===== src/rtl/mips_cpu_muldiv_pkg.sv =====
// Shared encodings for the MIPS multiply/divide unit: op codes, FSM states
// and the fixed iteration count of the radix-2 cores.
package mips_cpu_muldiv_pkg;

  localparam int MULDIV_ITERS = 32;

  typedef enum logic [1:0] {
    OP_MULT  = 2'b00,
    OP_MULTU = 2'b01,
    OP_DIV   = 2'b10,
    OP_DIVU  = 2'b11
  } muldiv_op_e;

  typedef enum logic [1:0] {
    IDLE,
    MUL,
    DIV,
    DONE
  } muldiv_state_e;

endpackage


===== src/rtl/mips_cpu_udiv_iter.sv =====
// Unsigned restoring divider, one quotient bit per clock. done flags the
// final step; quotient/remainder are valid from the following cycle.
module mips_cpu_udiv_iter
  import mips_cpu_muldiv_pkg::*;
(
  input  logic        clk,
  input  logic        reset,
  input  logic        start,
  input  logic [31:0] dividend,
  input  logic [31:0] divisor,
  output logic [31:0] quotient,
  output logic [31:0] remainder,
  output logic        done
);

  logic [31:0] quo_reg, rem_reg, dvs_reg;
  logic [4:0]  cnt_reg;
  logic        run_reg;
  logic [33:0] diff;

  // Trial subtract of the shifted partial remainder; bit 33 is the borrow.
  assign diff      = {1'b0, rem_reg, quo_reg[31]} - {2'b00, dvs_reg};
  assign done      = run_reg && (cnt_reg == 5'(MULDIV_ITERS - 1));
  assign quotient  = quo_reg;
  assign remainder = rem_reg;

  always_ff @(posedge clk) begin
    if (!reset) begin
      quo_reg <= '0;
      rem_reg <= '0;
      dvs_reg <= '0;
      cnt_reg <= '0;
      run_reg <= 1'b0;
    end else if (start) begin
      quo_reg <= dividend;
      rem_reg <= '0;
      dvs_reg <= divisor;
      cnt_reg <= '0;
      run_reg <= 1'b1;
    end else if (run_reg) begin
      quo_reg <= {quo_reg[30:0], ~diff[33]};
      rem_reg <= diff[33] ? {rem_reg[30:0], quo_reg[31]} : diff[31:0];
      cnt_reg <= cnt_reg + 5'd1;
      if (done) run_reg <= 1'b0;
    end
  end

endmodule


===== src/rtl/mips_cpu_muldiv.sv =====
// MIPS HI/LO multiply/divide unit: sign handling, shift-add multiplier and
// the control FSM around an unsigned iterative divider.
module mips_cpu_muldiv
  import mips_cpu_muldiv_pkg::*;
(
  input  logic        clk,
  input  logic        reset,
  input  logic        start,
  input  logic [1:0]  op,
  input  logic [31:0] a,
  input  logic [31:0] b,
  output logic        busy,
  output logic        done,
  output logic [31:0] hi_out,
  output logic [31:0] lo_out
);

  muldiv_state_e state_reg, state_next;
  muldiv_op_e    op_dec;

  logic [31:0] a_reg, b_reg, mcand_reg, hi_reg, lo_reg;
  logic [63:0] prod_reg, prod_fix;
  logic [5:0]  cnt_reg;
  logic        a_neg_reg, b_neg_reg, is_div_reg;
  logic        signed_op, div_start, div_done;
  logic [31:0] a_mag, b_mag, quo, rem, res_hi, res_lo;
  logic [32:0] mul_sum;

  assign op_dec    = muldiv_op_e'(op);
  assign signed_op = (op_dec == OP_MULT) || (op_dec == OP_DIV);
  assign a_mag     = a_neg_reg ? -a_reg : a_reg;
  assign b_mag     = b_neg_reg ? -b_reg : b_reg;
  assign mul_sum   = {1'b0, prod_reg[63:32]} + (prod_reg[0] ? {1'b0, mcand_reg} : 33'd0);
  assign prod_fix  = (a_neg_reg ^ b_neg_reg) ? -prod_reg : prod_reg;

  mips_cpu_udiv_iter u_div (
    .clk       (clk),
    .reset     (reset),
    .start     (div_start),
    .dividend  (a_mag),
    .divisor   (b_mag),
    .quotient  (quo),
    .remainder (rem),
    .done      (div_done)
  );

  always_comb begin
    state_next = state_reg;
    div_start  = 1'b0;
    case (state_reg)
      IDLE: if (start) state_next = op_dec[1] ? DIV : MUL;
      MUL:  if (cnt_reg == 6'(MULDIV_ITERS)) state_next = DONE;
      DIV: begin
        div_start = (cnt_reg == 6'd0);
        if (div_done) state_next = DONE;
      end
      default: state_next = IDLE;
    endcase
  end

  // Sign fix-up; divide-by-zero returns the raw dividend in HI and all ones in LO.
  always_comb begin
    res_hi = prod_fix[63:32];
    res_lo = prod_fix[31:0];
    if (is_div_reg) begin
      if (b_reg == 32'd0) begin
        res_hi = a_reg;
        res_lo = 32'hFFFF_FFFF;
      end else begin
        res_hi = a_neg_reg ? -rem : rem;
        res_lo = (a_neg_reg ^ b_neg_reg) ? -quo : quo;
      end
    end
  end

  assign busy   = (state_reg != IDLE);
  assign done   = (state_reg == DONE);
  assign hi_out = done ? res_hi : hi_reg;
  assign lo_out = done ? res_lo : lo_reg;

  always_ff @(posedge clk) begin
    if (!reset) begin
      state_reg  <= IDLE;
      a_reg      <= '0;
      b_reg      <= '0;
      mcand_reg  <= '0;
      prod_reg   <= '0;
      hi_reg     <= '0;
      lo_reg     <= '0;
      cnt_reg    <= '0;
      a_neg_reg  <= 1'b0;
      b_neg_reg  <= 1'b0;
      is_div_reg <= 1'b0;
    end else begin
      state_reg <= state_next;
      case (state_reg)
        IDLE: if (start) begin
          a_reg      <= a;
          b_reg      <= b;
          a_neg_reg  <= signed_op & a[31];
          b_neg_reg  <= signed_op & b[31];
          is_div_reg <= op_dec[1];
          cnt_reg    <= '0;
        end
        MUL: begin
          cnt_reg <= cnt_reg + 6'd1;
          // First cycle loads magnitudes; the remaining 32 are shift-add steps.
          if (cnt_reg == 6'd0) begin
            prod_reg  <= {32'd0, a_mag};
            mcand_reg <= b_mag;
          end else begin
            prod_reg <= {mul_sum, prod_reg[31:1]};
          end
        end
        DIV: cnt_reg <= cnt_reg + 6'd1;
        DONE: begin
          hi_reg <= res_hi;
          lo_reg <= res_lo;
        end
        default: ;
      endcase
    end
  end

endmodule


===== config.mk =====
export PLATFORM = sky130hd
export DESIGN_NAME = mips_cpu_muldiv
export DESIGN_NICKNAME = d
export VERILOG_FILES = /design/src/rtl/mips_cpu_muldiv_pkg.sv /design/src/rtl/mips_cpu_udiv_iter.sv /design/src/rtl/mips_cpu_muldiv.sv
export SDC_FILE = /design/constraint.sdc
export NUM_CORES = 1
export LEC_CHECK = 0
export BUFFER_PORTS_ARGS = -buffer_cell sky130_fd_sc_hd__buf_2
export CAP_MARGIN = 20
export CELL_PAD_IN_SITES_DETAIL_PLACEMENT = 1
export CELL_PAD_IN_SITES_GLOBAL_PLACEMENT = 1
export CORE_MARGIN = 5
export CORE_UTILIZATION = 50
export CTS_CLUSTER_SIZE = 8
export DETAILED_ROUTE_END_ITERATION = 7
export PLACE_DENSITY = 0.9
export SLEW_MARGIN = 30
export SYNTH_ARGS = -nofsm -noshare
export SYNTH_HDL_FRONTEND = slang
export SYNTH_SLANG_ARGS = --single-unit

===== constraint.sdc =====
create_clock -name clk -period 7.6 [get_ports clk]
set_input_delay 0.38 -clock clk [delete_from_list [all_inputs] [get_ports clk]]
set_output_delay 0.38 -clock clk [all_outputs]
set_load 0.005 [all_outputs]

Word-level counts from Yosys, hierarchy flattened

Index checks and enable logic that the tools add are counted.

Add/sub/neg operators: 9
Equal/unequal tests: 9
Muxes and demuxes: 27
Bitwise logic cells: 5
Reduce and logical (&&, ||, !) cells: 15

Operators with widths:

| kind                | count |
|---|---|
| $mux 32             | 14 |
| $mux 64             | 2 |
| $neg 32->32         | 4 |
| $neg 64->64         | 1 |
| $sub 33x32->34      | 1 |
| $add 32x32->33      | 1 |
| $logic_not 32->1    | 1 |
| $pmux 6 s2          | 1 |
| $mux 2              | 4 |
| $add 6x1->6 const B | 1 |
| $eq 2x2->1 const B  | 3 |
| $eq 6x6->1 const B  | 1 |
| $logic_not 6->1     | 1 |
| $mux 6              | 1 |
| $ne 2x2->1 const B  | 3 |
| $pmux 2 s3          | 1 |
| $reduce_and 2->1    | 3 |
| $reduce_bool 2->1   | 3 |
| $add 5x1->5 const B | 1 |
| $eq 5x5->1 const B  | 1 |
| $logic_not 2->1     | 2 |
| $mux 1              | 4 |
| $reduce_or 2->1     | 2 |
| $reduce_and 3->1    | 1 |
| 6 further kinds     | 8 |

Flip-flop bits (word level): 337
Input port bits: 69
Output and inout bits: 66
Logic and storage cells: 81

Longest topological paths before layout

Gate-level depths: netlist (run 1).

Word-level depth: 5
Mapped depth: 15
Gate-level depth less buffers: 12

Modules after synthesis

Synthesis (run 1) repeated with hierarchy kept, for this count alone.

Cell total of the unflattened synthesis: 2793
Area total of the unflattened synthesis: 21663.3 µm²

By module, submodules not included:

| module             | instances | cells an instance | area each (µm²) | sequential area each (µm²) |
|---|---|---|---|---|
| mips_cpu_muldiv    | 1         | 2021              | 15348.5         | 4704.5 |
| mips_cpu_udiv_iter | 1         | 772               | 6314.8          | 2042.0 |

Worst setup path before layout (run 1)

Ideal clock, no wire load.

Kind: register to register
Start: register prod_reg[0]
End: register prod_reg[55]
Setup time: 0.120 ns
Arrival: 3.093 ns
Required time: 7.480 ns
Path slack: 4.387 ns
Cell stages (with the launch flop): 16
Buffers on the path: 3
Period minus slack after synthesis: 3.213 ns
Cell sequence: dfxtp_1 -> clkbuf_1 -> clkbuf_1 -> and2_1 -> ha_1 -> fa_1 -> a21oi_1 -> o21ai_0 -> a211oi_1 -> nor2_1 -> a211o_1 -> o2111ai_1 -> and2_1 -> clkbuf_1 -> mux2i_1 -> a211o_1

Longest elaborated chain between the ends: 3

Ends and longest elaborated chain:

| element                  | line                   | source |
|---|---|---|
| start: declaration       | mips_cpu_muldiv.sv:22  | `logic [63:0] prod_reg, prod_fix;` |
| start signal: assignment | mips_cpu_muldiv.sv:109 | `prod_reg <= {32'd0, a_mag};` |
| start signal: assignment | mips_cpu_muldiv.sv:112 | `prod_reg <= {mul_sum, prod_reg[31:1]};` |
| $mux 32                  | mips_cpu_muldiv.sv:33  | `assign mul_sum = {1'b0, prod_reg[63:32]} + (prod_reg[0] ? {1'b0, mcand_reg} : 33'd0);` |
| $add 32x32->33           | mips_cpu_muldiv.sv:33  |  |
| $mux 64                  | mips_cpu_muldiv.sv:108 | `if (cnt_reg == 6'd0) begin` |

No other way between the ends.
A chain may end at the register's enable or synchronous reset.

Worst setup path after layout (run 1)

Start: register b_reg[20]
End: output hi_out[31]

Longest elaborated chain between the ends: 4

Ends and longest elaborated chain:

| element                  | line                  | source |
|---|---|---|
| start: declaration       | mips_cpu_muldiv.sv:21 | `logic [31:0] a_reg, b_reg, mcand_reg, hi_reg, lo_reg;` |
| start signal: assignment | mips_cpu_muldiv.sv:85 | `b_reg <= '0;` |
| start signal: assignment | mips_cpu_muldiv.sv:99 | `b_reg <= b;` |
| $logic_not 32->1         | mips_cpu_muldiv.sv:66 | `if (b_reg == 32'd0) begin` |
| $mux 32                  | mips_cpu_muldiv.sv:66 |  |
| $mux 32                  | mips_cpu_muldiv.sv:65 | `if (is_div_reg) begin` |
| $mux 32                  | -                     |  |
| end: declaration         | mips_cpu_muldiv.sv:14 | `output logic [31:0] hi_out,` |

No other way between the ends.

==> results of run 1 <==
## synth_stat cells, drive strengths merged (13+ instances only)
library cell	instances	area (um2)
dfxtp	337	6750
nand2	331	1240
nor2	280	1050
a21oi	233	1170
o21ai	173	866
clkbuf	150	563
a211oi	144	1080
xor2	129	1130
xnor2	106	928
and2	104	651
inv	99	372
ha	77	963
mux2i	55	551
nand3	43	220
nor3	39	200
o31ai	34	255
nor2b	31	194
or3	30	188
o41ai	28	268
a21o	25	188
a31oi	24	150
buf	24	101
or4	24	184
o211ai	23	173
and3	20	130
nor4	20	168
o221ai	20	175
nand4	13	81.3
## final timing paths
check / to / slack (ns) / cells past startpoint
hold / removal: b_reg[19]$_SDFFE_PN0P_ / 0.02 / 3
setup reg to reg: u_div.remainder[24]$_SDFFE_PP0P_ / 3.52 / 11
hold reg to reg: u_div.dvs_reg[0]$_SDFFE_PN0P_ / 0.47 / 2
setup / recovery: hi_out[31] / 2.68 / 9
## power groups by stage
stage	clock, W	combinational [W]	sequential, W
4_1_cts	0.00197	0.00516	0.00253
3_3_place_gp	0	0.00489	0.00253
2_1_floorplan	0	0.00383	0.00236
3_5_place_dp	0	0.00510	0.00256
6_report	0.00195	0.00524	0.00255
5_1_grt	0.00204	0.00567	0.00258
## layout make-up
| class | instances | share of cell area |
|---|---|---|
| clock buffers | 54 | 0.0526 |
| clock inverters | 3 | 0.00192 |
| inverters | 99 | 0.0160 |
| multi-input cells | 2147 | 0.575 |
| flip-flops and latches | 337 | 0.288 |
| well taps | 539 | 0.0287 |
| repair buffers | 163 | 0.0380 |
## worst max-delay path, cell delays in order, from the launching register on
cell                       delay, ns
sky130_fd_sc_hd__dfxtp_1        0.36
sky130_fd_sc_hd__or4_1          0.61
sky130_fd_sc_hd__nor4_1         0.36
sky130_fd_sc_hd__nand4_1        0.31
sky130_fd_sc_hd__or3_2          0.55
sky130_fd_sc_hd__buf_4          0.30
sky130_fd_sc_hd__nand2_1        0.64
sky130_fd_sc_hd__o221ai_1       0.37
sky130_fd_sc_hd__o21ai_1        0.25
sky130_fd_sc_hd__buf_2          0.15
## logic make-up after synthesis
family | count (synthesis)
AO/OA/AOI/OAI | 797
XOR/XNOR | 235
adder cells (fa/ha/maj) | 79
buffers and inverters | 273
flip-flops | 337
multiplexers | 64
AND/OR/NAND/NOR | 972
## layer usage
metal | GRT usage | vias up | wire length, um
met4 | 0.135 | 2 | 3660
li1 | - | 9827 | -
met2 | 0.552 | 794 | 37300
met3 | 0.0521 | 192 | 5290
met5 | 0 | - | 15
met1 | 0.411 | 10500 | 32800
## per-stage QoR
| step | power [W] | util |
|---|---|---|
| floorplan | 0.00619 | - |
| global placement | 0.00742 | 0.529 |
| detailed placement | 0.00766 | 0.529 |
| CTS | 0.00966 | 0.560 |
| global route | 0.0103 | 0.560 |
| finish | 0.00974 | 0.560 |
==> flow_summary.json, run 1 <==
{
  "outcome": "finished clean",
  "place.detailed.instances": 3285,
  "placed_cell_area_um2": 22200,
  "finalWorstSetupSlack_ns": 2.68,
  "critPathCaptureType": "primary output",
  "synthXorXnorAreaFrac": 0.0970,
  "finalWirelength_um": 79000,
  "synth_simple_gate_area_share": 0.217,
  "drc": 0,
  "cts-root-buf": "sky130_fd_sc_hd__clkbuf_16",
  "cell_internal_pwr_w": 0.00515,
  "relSlewSlack": 0.332,
  "via_count_of_the_first_global_routing_pass": 21500,
  "mapped_area_um2": 21200,
  "most-common-layout-cells": "sky130_fd_sc_hd__dfxtp_1 (333), sky130_fd_sc_hd__nand2_1 (328), sky130_fd_sc_hd__nor2_1 (280), sky130_fd_sc_hd__a21oi_1 (233), sky130_fd_sc_hd__o21ai_0 (158)",
  "first_pass_iters": 5,
  "post-cts-setup-buffer-count": 0,
  "clock.fmax_mhz": 203,
  "route.detailed.wl_per_inst_um": 23.7,
  "tightest_slew_ns": 0.992,
  "critPathLaunchType": "flop",
  "cts_sinks": 337,
  "level_count_of_the_clock_h_tree": 2,
  "cts-root-to-sink-buffers": 3,
  "clock_tree_from_tritoncts": "built",
  "fp.dieW_um": 216,
  "initial_drc_count": 1745,
  "timing.max_cap.violations": 0,
  "boundaryPins": 135,
  "gp_congestion": 0.938,
  "clock_power_share": 0.200,
  "total_area_of_sequential_cells_um2": 6750,
  "detailroute.via_count": 21300,
  "timing.critical_path.required_ns": 7.22,
  "endpoints_failing_hold": 0,
  "diodes": 0,
  "largest_register_ff_count": 64,
  "power.share.sequential": 0.262,
  "largest_family_of_logic_cells_by_synthesized_area": "compound AO/OA/AOI/OAI gates",
  "syn_inst": 2757,
  "cts_resized": 0,
  "finalNetCount": 2944,
  "power_density_nw_per_um2": 415,
  "min_period_over_period": 0.647,
  "postSynthAreaPerCell_um2": 7.70,
  "detail_route.vias_per_cell": 6.37,
  "final_period_minus_worst_setup_slack_ns": 4.92,
  "instances_no_fill": 3342,
  "antenna_violations_before_repair": 2,
  "die_area_um2": 46600,
  "synthesis.nets": 2905,
  "synthArstFlopShare": 0,
  "critPathMaxFanout": 53,
  "ys_seq_elements": 337,
  "rsz0062_at_grt": "no",
  "net-switching-power_w": 0.00459,
  "synth-edff-count": 0,
  "reg2reg_from": "u_div.remainder[5]$_SDFFE_PP0P_",
  "yosysSeqAreaShare": 0.318,
  "setup_tns_ns": 0,
  "crit_start": "b_reg[20]$_SDFFE_PN0P_",
  "grt_start_max_net_pins": 99,
  "synth_compound_area_frac": 0.241,
  "grt.total_usage": 0.325,
  "detailed_place_hpwl_um": 57500,
  "place_worst_setup_slack_ns": 3.39,
  "ys_warn_count": 0,
  "core_area_um2": 41900,
  "number_of_distinct_library_cells_after_synthesis": 78,
  "hp-class": "input pin to flop",
  "initial_utilization": 0.506,
  "ant_nets": 0,
  "final_layout_size_suffix_gt1_frac": 0.0928,
  "timing_max_transition_violations_final": 0,
  "design_area_um2": 23500,
  "grt_remaining_overflow": 0,
  "multiInputGateArea_um2": 13500,
  "setup_viol_count_final": 0,
  "crit_type": "flop to primary output",
  "area_growth_syn_to_layout_pct": 10.7,
  "floorplan.rows": 75,
  "muxShareOfSynthArea": 0.0307,
  "synth_adder_area_share": 0.0473,
  "port_buffer_count": 134,
  "final_common_cell": "sky130_fd_sc_hd__dfxtp_1",
  "cts_hold_buffers": 0,
  "power.share.switching": 0.471,
  "p_leak_nw": 9.30,
  "path_clk_slew_ns": 0.05,
  "fillCellCount": 5189,
  "synth_top_flop_cell": "sky130_fd_sc_hd__dfxtp_1",
  "vdd.ir_drop.worst_v": 0.000797,
  "dieHeight_um": 216,
  "grt_first_pass_wirelength_um": 122000,
  "clock_insertion_delay_worst_skew_ns": 0.60,
  "worst_clk_skew_ns": 0.0195,
  "hold_startpoint": "b[19]",
  "cts_buffers": 48,
  "fin_hold_ws_ns": 0.0238,
  "worstPathArrival_ns": 4.54,
  "p_comb_frac": 0.539
}
No activity file was read; power rests on OpenSTA's default activity.
==> run 2, diff against run 1 <==
Settings changed: CORE_UTILIZATION 50 to 42, PLACE_DENSITY 0.9 to 0.81.
Clock period 7.6 ns to 3.94 ns, I/O delays scaled along.
==> flow_summary.json, run 2 (same netlist as run 1, synthesis figures left out) <==
{
  "postLayoutCoreUtil": 0.501,
  "antenna_violations_before_repair": 2,
  "clock_insertion_delay_worst_skew_ns": 0.60,
  "placed_cell_area_um2": 22900,
  "relSlewSlack": 0.319,
  "detailed_place_hpwl_um": 61300,
  "finalWirelength_um": 85800,
  "area_growth_syn_to_layout_pct": 18.3,
  "hold_startpoint": "start",
  "grt_remaining_overflow": 0,
  "timing.critical_path.required_ns": 3.74,
  "final_common_cell": "sky130_fd_sc_hd__dfxtp_1",
  "worstPathArrival_ns": 3.65,
  "hp-class": "input pin to flop",
  "most-common-layout-cells": "sky130_fd_sc_hd__dfxtp_1 (332), sky130_fd_sc_hd__nand2_1 (328), sky130_fd_sc_hd__nor2_1 (278), sky130_fd_sc_hd__a21oi_1 (232), sky130_fd_sc_hd__o21ai_0 (158)",
  "via_count_of_the_first_global_routing_pass": 22700,
  "initial_drc_count": 1670,
  "detail_route.vias_per_cell": 6.05,
  "reg2reg_from": "u_div.remainder[5]$_SDFFE_PP0P_",
  "clock.fmax_mhz": 260,
  "vdd.ir_drop.worst_v": 0.000720,
  "clock_power_share": 0.194,
  "cts-root-to-sink-buffers": 3,
  "p_comb_frac": 0.565,
  "timing.hold.worst_endpoint": "cnt_reg[1]$_SDFFE_PN0P_",
  "final_layout_size_suffix_gt1_frac": 0.123,
  "setup_viol_count_final": 0,
  "power.share.switching": 0.466,
  "die_area_um2": 55100,
  "critPathMaxFanout": 8,
  "p_leak_nw": 9.99,
  "critPathCaptureType": "primary output",
  "path_clk_slew_ns": 0.05,
  "boundaryPins": 135,
  "ant_nets": 0,
  "crit_type": "flop to primary output",
  "net-switching-power_w": 0.00926,
  "min_period_over_period": 0.976,
  "gp_congestion": 0.955,
  "cts_sinks": 337,
  "power.share.sequential": 0.241,
  "whs_path_depth": 4,
  "cell_internal_pwr_w": 0.0106,
  "route.detailed.wl_per_inst_um": 23.7,
  "largest_register_ff_count": 64,
  "dieHeight_um": 235,
  "worst_clk_skew_ns": 0.0321,
  "detailroute.via_count": 21900,
  "port_buffer_count": 134,
  "drc": 0,
  "fp.dieW_um": 235,
  "outcome": "finished clean",
  "timing_max_transition_violations_final": 0,
  "cts-root-buf": "sky130_fd_sc_hd__clkbuf_16",
  "design_area_um2": 25100,
  "first_pass_iters": 5,
  "grt_first_pass_wirelength_um": 133000,
  "critPathLaunchType": "flop",
  "register_to_register_path_setup_slack_ns": 0.29,
  "core_area_um2": 50100,
  "grt.total_usage": 0.298,
  "floorplan.rows": 82,
  "initial_utilization": 0.424,
  "rr_endpoint": "u_div.remainder[29]$_SDFFE_PP0P_",
  "timing.max_cap.violations": 0,
  "grt_start_max_net_pins": 126,
  "final_period_minus_worst_setup_slack_ns": 3.84,
  "rr_worst_depth": 9,
  "cts_buffers": 48,
  "power_density_nw_per_um2": 792,
  "clock_tree_from_tritoncts": "built",
  "endpoints_failing_hold": 0,
  "level_count_of_the_clock_h_tree": 2,
  "finalNetCount": 3085,
  "tightest_slew_ns": 1.02
}
-- run 2: cell types whose count changed in the layout (fill, tap and decap cells not counted), moves of 3 or more --
cell,before,now
sky130_fd_sc_hd__or4_4,1,6
sky130_fd_sc_hd__nor3_1,36,33
sky130_fd_sc_hd__a211oi_2,0,5
sky130_fd_sc_hd__buf_4,28,99
sky130_fd_sc_hd__a211oi_1,144,139
sky130_fd_sc_hd__nor4_4,2,5
sky130_fd_sc_hd__dlygate4sd3_1,0,66
sky130_fd_sc_hd__or4_1,23,18
-- run 2: final cells by class --
cell class | count | area [um2]
inverters | 99 | 377
repair buffers | 302 | 2130
well taps | 672 | 841
clock inverters | 1 | 16.3
diodes | 1 | 2.50
fillers | 6182 | 25000
multi-input cells | 2149 | 13700
clock buffers | 57 | 1290
flip-flops and latches | 337 | 6760
-- run 2: routing by layer --
layer / global-route usage / vias to the layer above / routed length [um]
met5: 0 / - / 18
met4: 0.170 / 2 / 5340
met3: 0.0387 / 246 / 4820
met2: 0.501 / 772 / 40300
met1: 0.369 / 10800 / 35200
li1: - / 10100 / -
-- run 2: repair_timing --
item	CTS	global route
hold buffers	66	0
gates resized for setup	20	20
setup endpoints to repair	44	50
buffers inserted	3	7
pin swaps	7	9
hold endpoints to repair	66	0
gates cloned	1	1
-- run 2: worst max-delay path by stage --
stage | startpoint | endpoint | depth (start not counted)
final | prod_reg[9]$_SDFFE_PN0P_ | lo_out[29] | 12
after CTS | prod_reg[27]$_SDFFE_PN0P_ | hi_out[11] | 9
after global routing | b_reg[20]$_SDFFE_PN0P_ | hi_out[24] | 11
after floorplan | prod_reg[0]$_SDFFE_PN0P_ | prod_reg[55]$_SDFFE_PN0P_ | 15
after detailed placement | u_div.remainder[5]$_SDFFE_PP0P_ | u_div.remainder[4]$_SDFFE_PP0P_ | 10
after global placement | b_reg[14]$_SDFFE_PN0P_ | hi_out[14] | 9
-- run 2: stage by stage --
step / cells / total power (W) / hold slack [ns] / setup WS [ns] / setup TNS, ns
after floorplan: 2757 / 0.0119 / 0.333 / 0.727 / 0
after global placement: 3481 / 0.0150 / 0.441 / 0.358 / 0
after detailed placement: 3481 / 0.0154 / 0.450 / 0.225 / 0
after CTS: 3609 / 0.0194 / 0.0766 / 0.000589 / 0
after global routing: 3618 / 0.0210 / 0.0823 / -0.0472 / -0.0824
final: 3618 / 0.0199 / 0.0951 / 0.0952 / 0
-- run 2: worst max-delay path, cell delays in order, from the launching register on --
cell and delay [ns]:
sky130_fd_sc_hd__dfxtp_1 0.40, sky130_fd_sc_hd__or4_4 0.59, sky130_fd_sc_hd__nor4_4 0.39, sky130_fd_sc_hd__buf_4 0.21, sky130_fd_sc_hd__nand4_1 0.09, sky130_fd_sc_hd__buf_4 0.18, sky130_fd_sc_hd__buf_4 0.15, sky130_fd_sc_hd__nor2_1 0.14
sky130_fd_sc_hd__a21oi_1 0.12, sky130_fd_sc_hd__xor2_1 0.28, sky130_fd_sc_hd__o221ai_1 0.19, sky130_fd_sc_hd__o21ai_1 0.16, sky130_fd_sc_hd__buf_2 0.14
-- run 2: power by group through the flow --
| stage | Clock, W | Sequential (W) | Combinational [W] |
|---|---|---|---|
| 4_1_cts | 0.00389 | 0.00475 | 0.0108 |
| 5_1_grt | 0.00402 | 0.00487 | 0.0121 |
| 2_1_floorplan | 0 | 0.00455 | 0.00739 |
| 3_3_place_gp | 0 | 0.00476 | 0.0102 |
| 3_5_place_dp | 0 | 0.00481 | 0.0106 |
| 6_report | 0.00386 | 0.00479 | 0.0112 |
